<file path="config.mk">
export PLATFORM = sky130hd
export DESIGN_NAME = spart_rx_fifo
export DESIGN_NICKNAME = d
export VERILOG_FILES = /design/src/rtl/spart_rx_fifo.sv
export SDC_FILE = /design/constraint.sdc
export NUM_CORES = 1
export LEC_CHECK = 0
export BUFFER_PORTS_ARGS = -buffer_cell sky130_fd_sc_hd__buf_2
export CAP_MARGIN = 10
export CORE_ASPECT_RATIO = 1.1
export CORE_MARGIN = 3
export CORE_UTILIZATION = 35
export DETAILED_ROUTE_END_ITERATION = 12
export PLACE_DENSITY = 0.49
export SLEW_MARGIN = 10
export SYNTH_ARGS = -nofsm -noshare
export SYNTH_HDL_FRONTEND = slang
export SYNTH_SLANG_ARGS = --single-unit
</file>
<file path="constraint.sdc">
create_clock -name clk -period 3.4 [get_ports clk]
set_input_delay 0.34 -clock clk [delete_from_list [all_inputs] [get_ports clk]]
set_output_delay 0.34 -clock clk [all_outputs]
set_load 0.05 [all_outputs]
</file>
<file path="src/rtl/spart_rx_fifo.sv">
// spart_rx_fifo: oversampling serial receiver (5..8 data bits, optional parity) feeding a
// first-word-fall-through FIFO, with sticky error flags and break detection.
module spart_rx_fifo #(
    parameter int DATA_BITS  = 8,
    parameter int PARITY     = 0,
    parameter int OVERSAMPLE = 16,
    parameter int DIV_W      = 16,
    parameter int FIFO_DEPTH = 4
) (
    input  logic                        clk,
    input  logic                        rst,
    input  logic                        rxd,
    input  logic [DIV_W-1:0]            baud_div,
    input  logic                        rx_rd,
    input  logic                        err_clr,
    output logic [DATA_BITS-1:0]        rx_data,
    output logic                        rx_valid,
    output logic [$clog2(FIFO_DEPTH):0] fifo_count,
    output logic                        frame_err,
    output logic                        parity_err,
    output logic                        overrun,
    output logic                        break_det
);
    localparam int AW = $clog2(FIFO_DEPTH);
    localparam int CW = AW + 1;
    localparam int OW = $clog2(OVERSAMPLE);
    localparam int BW = $clog2(DATA_BITS);
    localparam logic [OW-1:0] S_LO  = OW'(OVERSAMPLE / 2 - 1);
    localparam logic [OW-1:0] S_MID = OW'(OVERSAMPLE / 2);
    localparam logic [OW-1:0] S_HI  = OW'(OVERSAMPLE / 2 + 1);
    localparam logic [OW-1:0] S_END = OW'(OVERSAMPLE - 1);
    localparam logic [BW-1:0] B_END = BW'(DATA_BITS - 1);

    typedef enum logic [2:0] {IDLE, START, DATA, PAR, STOP, BRK} state_t;

    state_t               state;
    logic                 rx_m, rxs;
    logic [DIV_W-1:0]     div_cnt, div_q;
    logic [OW-1:0]        os_cnt;
    logic [1:0]           smp;
    logic                 m;
    logic [BW-1:0]        bit_idx;
    logic [DATA_BITS-1:0] shreg;
    logic                 wr_req;
    logic                 tick, mid, bit_end, maj, start_go;
    logic [DATA_BITS-1:0] mem [FIFO_DEPTH];
    logic [AW-1:0]        wr_ptr, rd_ptr, rd_nx;
    logic [CW-1:0]        cnt_nx;
    logic                 full, pop, wr_en;

    always_comb begin
        tick     = div_cnt == div_q;
        mid      = tick && os_cnt == S_HI;
        bit_end  = tick && os_cnt == S_END;
        maj      = (smp[0] & smp[1]) | ((smp[0] | smp[1]) & rxs);
        start_go = state == IDLE && !rxs;
        full     = fifo_count == CW'(FIFO_DEPTH);
        pop      = rx_rd && rx_valid;
        wr_en    = wr_req && (!full || pop);
        rd_nx    = pop ? rd_ptr + AW'(1) : rd_ptr;
        cnt_nx   = fifo_count + CW'(wr_en) - CW'(pop);
    end

    always_ff @(posedge clk or posedge rst)
        if (rst) {rx_m, rxs} <= 2'b11;
        else {rx_m, rxs} <= {rxd, rx_m};

    // Free-running tick divider, realigned to the start edge so bit slots line up with the line
    always_ff @(posedge clk or posedge rst)
        if (rst) begin
            div_cnt <= '0;
            div_q   <= '0;
            os_cnt  <= '0;
        end else if (start_go) begin
            div_cnt <= '0;
            os_cnt  <= '0;
        end else if (tick) begin
            div_cnt <= '0;
            div_q   <= baud_div;
            os_cnt  <= os_cnt == S_END ? '0 : os_cnt + OW'(1);
        end else begin
            div_cnt <= div_cnt + DIV_W'(1);
        end

    always_ff @(posedge clk or posedge rst)
        if (rst) begin
            state      <= IDLE;
            bit_idx    <= '0;
            shreg      <= '0;
            smp        <= 2'b11;
            m          <= 1'b1;
            wr_req     <= 1'b0;
            frame_err  <= 1'b0;
            parity_err <= 1'b0;
            break_det  <= 1'b0;
        end else begin
            wr_req    <= 1'b0;
            break_det <= 1'b0;
            if (err_clr) begin
                frame_err  <= 1'b0;
                parity_err <= 1'b0;
            end
            if (tick && os_cnt == S_LO) smp[0] <= rxs;
            if (tick && os_cnt == S_MID) smp[1] <= rxs;
            if (mid) m <= maj;
            case (state)
                IDLE: if (!rxs) state <= START;
                START: if (bit_end) begin
                    state   <= m ? IDLE : DATA;
                    bit_idx <= '0;
                end
                DATA: if (bit_end) begin
                    shreg   <= {m, shreg[DATA_BITS-1:1]};
                    bit_idx <= bit_idx + BW'(1);
                    if (bit_idx == B_END) state <= PARITY != 0 ? PAR : STOP;
                end
                PAR: if (bit_end) begin
                    if ((^shreg ^ m) != (PARITY == 2)) parity_err <= 1'b1;
                    state <= STOP;
                end
                // Decided at mid-bit so a start edge right after the stop bit is not missed
                STOP: if (mid) begin
                    if (!maj && shreg == '0) begin
                        break_det <= 1'b1;
                        state     <= BRK;
                    end else begin
                        wr_req <= 1'b1;
                        if (!maj) frame_err <= 1'b1;
                        state <= IDLE;
                    end
                end
                BRK: if (rxs) state <= IDLE;
                default: state <= IDLE;
            endcase
        end

    always_ff @(posedge clk)
        if (wr_en) mem[wr_ptr] <= shreg;

    // Head register looks ahead so the output reflects the state after this cycle's push/pop
    always_ff @(posedge clk or posedge rst)
        if (rst) begin
            wr_ptr     <= '0;
            rd_ptr     <= '0;
            fifo_count <= '0;
            rx_valid   <= 1'b0;
            rx_data    <= '0;
            overrun    <= 1'b0;
        end else begin
            if (wr_en) wr_ptr <= wr_ptr + AW'(1);
            rd_ptr     <= rd_nx;
            fifo_count <= cnt_nx;
            rx_valid   <= cnt_nx != '0;
            rx_data    <= (wr_en && rd_nx == wr_ptr) ? shreg : mem[rd_nx];
            if (err_clr) overrun <= 1'b0;
            if (wr_req && full && !pop) overrun <= 1'b1;
        end
endmodule
</file>
==> impl_metrics.yaml <==
outcome:
  status: "finished clean"
sta:
  fin_skew_ps: 9.63
  max_slew_margin: 0.478
  final.setup.tns_ps: 0
  fmax_ghz: 0.378
  setup_violations: 0
  fin_crit_sh: 0.778
  period_needed_ps: 2650
  fin_ws_ps: 754
  rsz0062_at_grt: "no"
  slew_violations: 0
  tightestPinTransition_ps: 783
  hold_viol_final: 0
global_routing:
  grt_pass1_vias: 2922
  grt_usage: 0.124
  grt_pass1_wl_mm: 15.3
  grt_overflow_total: 0
  grt_max_degree: 43
  antenna_found_initial: 0
drt:
  drc_errors: 0
  drt-total-wl_mm: 9.00
  drtAntennaViolNets: 0
  post_drt_wl_per_cell_um: 15.0
  drt_pass1_iterations: 4
  dr_total_vias: 2802
  via_per_inst: 4.66
  initialDrtViolationCount: 173
yosys:
  synth_edf_count: 32
  yosysWarnings: 0
  netlist_area_sq_um: 5020
  ys_ff_latch: 108
  synth_cells: 368
  synthArstFlopShare: 0.704
  synthFlopType: "dfrtp_1"
  synth_nets: 406
  seq_area_frac_synth: 0.571
  yosysTopAreaCell: "dfrtp_1"
  synth.avg_cell_area_sq_um: 13.7
  yosysUniqueCellTypes: 56
  synthTopCellsByArea: "dfrtp_1 (35%), edfxtp_1 (19%), xnor2_1 (5.1%)"
  synth_top_cell_area_share: 0.354
setup_path:
  endpoint_kind: "flip-flop"
  path_max_fanout: 9
  start_kind: "flip-flop"
  arrival_ps: 2870
  criticalPathCategory: "reg -> reg"
  critPathRequiredTime_ps: 3630
floorplanning:
  core_sq_um: 13900
  pin_count: 37
  initial_core_util: 0.361
  rows: 45
  die_h_um: 132
  die_area_sq_um: 15800
  dieWidth_um: 120
final_layout:
  drive_gt1_frac: 0.249
  utilization: 0.409
  antenna_cells: 0
  final_cells: 601
  area_delta_synth_final_pct: 13.2
  final_cell_mix: "dfrtp_1 (71), buf_2 (36), edfxtp_1 (32)"
  nets: 446
  final_common_cell: "dfrtp_1"
pwr:
  power_density_nw_per_um2: 534
  leakage_nw: 2.55
  ir_drop_v: 0.000205
hold_path:
  min_path_type: "in -> reg"
clock_tree:
  root_buffer: "clkbuf_16"
  clockBufferDepth: 2
  h-tree-depth: 3
  clk_latency_ps: 360
  numCtsBuffers: 9
  postCtsHoldBufs: 0
  cts.reportedPaths.clkPinSlew_ps: 70
  cts_post_setup_buffers_inserted: 0
  cts_num_sinks: 108
  post_cts_resized: 0
  cts_tree: "built"
job:
  drv_cap: 0
placement:
  pre_cts_ws_ps: 703
  numPortBuffers: 36
  globalplace.congestion: 0.773
  dp.cells: 585
  dp_hpwl_mm: 6.25
logic make-up after synthesis:
group | after synthesis | synth area share
AO/OA/AOI/OAI | 22 | 0.0336
XOR/XNOR | 41 | 0.0745
flip-flops | 108 | 0.571
multiplexers | 45 | 0.129
adder cells (fa/ha/maj) | 18 | 0.0458
AND/OR/NAND/NOR | 95 | 0.107
buffers and inverters | 39 | 0.0386
layout make-up:
type                            count  area, sq um
Fill cell                        1300         8220
Sequential cell                   108         2870
Multi-Input combinational cell    221         1960
Tap cell                          188          235
Clock buffer                       10          229
Timing Repair Buffer               41          218
Inverter                           27          103
Clock inverter                      6         73.8
routing by layer:
layer	GRT usage	part of all wire	wire, um
met5	0	0	0
met4	0.0605	0.025	222
met3	0.0237	0.025	221
met2	0.194	0.48	4350
met1	0.164	0.47	4210
Yosys cell counts, types with 2 or more instances:
| master | number |
|---|---|
| nor4_4 | 2 |
| inv_1 | 27 |
| or2_2 | 2 |
| mux4_2 | 2 |
| and3_1 | 2 |
| mux2_4 | 11 |
| mux2i_1 | 9 |
| dfstp_2 | 5 |
| mux2_2 | 17 |
| a31oi_1 | 3 |
| o21ai_0 | 2 |
| buf_6 | 3 |
| nand3_1 | 9 |
| dfrtp_1 | 71 |
| nand2_1 | 13 |
| mux4_1 | 6 |
| clkbuf_1 | 3 |
| xor2_2 | 2 |
| nand4b_1 | 2 |
| nor2_1 | 28 |
| buf_2 | 3 |
| and2_1 | 8 |
| edfxtp_1 | 32 |
| o22ai_1 | 2 |
| a41oi_1 | 2 |
| xor2_1 | 10 |
| nor2b_1 | 6 |
| o2bb2ai_1 | 3 |
| ha_1 | 16 |
| nand4_1 | 12 |
| a21oi_1 | 2 |
| xnor2_1 | 29 |
path summary, 6_finish.rpt:
check | from | endpoint | slack [ps] | cells past startpoint
min in group asynchronous | rst | shreg[2] | 90 | 2
max in group asynchronous | rst | m | 2480 | 3
worst max-delay path | fifo_count[1] | rx_valid | 750 | 11
worst min-delay path | rxd | rx_m | 80 | 1
worst min register to register | rx_m | rxs | 360 | 0
worst max register to register | fifo_count[1] | rx_valid | 750 | 11
stage by stage:
stage | instance area, sq um | power [mW] | hold WS, ps
after floorplan | 5020 | 1.87 | 344
after global placement | 5390 | 2.00 | 346
after detailed placement | 5390 | 2.01 | 347
after CTS | 5690 | 3.09 | 63.0
after global routing | 5690 | 3.19 | 64.8
final | 5690 | 3.04 | 78.9
where the power goes:
part           leakage [nW]  switching [mW]  internal (mW)  total [mW]
clock network         0.147           0.491          0.580        1.07
registers              1.33          0.0677           1.40        1.47
logic                  1.07           0.293          0.208       0.500
critical path, cell delays in order (launching register included):
cell and delay [ps]:
dfrtp_1 430, nor2_1 90, a31oi_2 390, inv_1 110, ha_1 310, inv_1 60
ha_1 130, inv_1 40, fa_1 370, xnor2_1 140, xnor2_1 140, or3_1 310
state kept, by name (all words and copies together) (netlist names), 2 cells and up:
signal      count
mem            32
div_cnt        16
div_q          16
rx_data         8
shreg           8
os_cnt          4
bit_idx         3
fifo_count      3
state           3
rd_ptr          2
smp             2
wr_ptr          2
(Power assumes the default switching activity.)
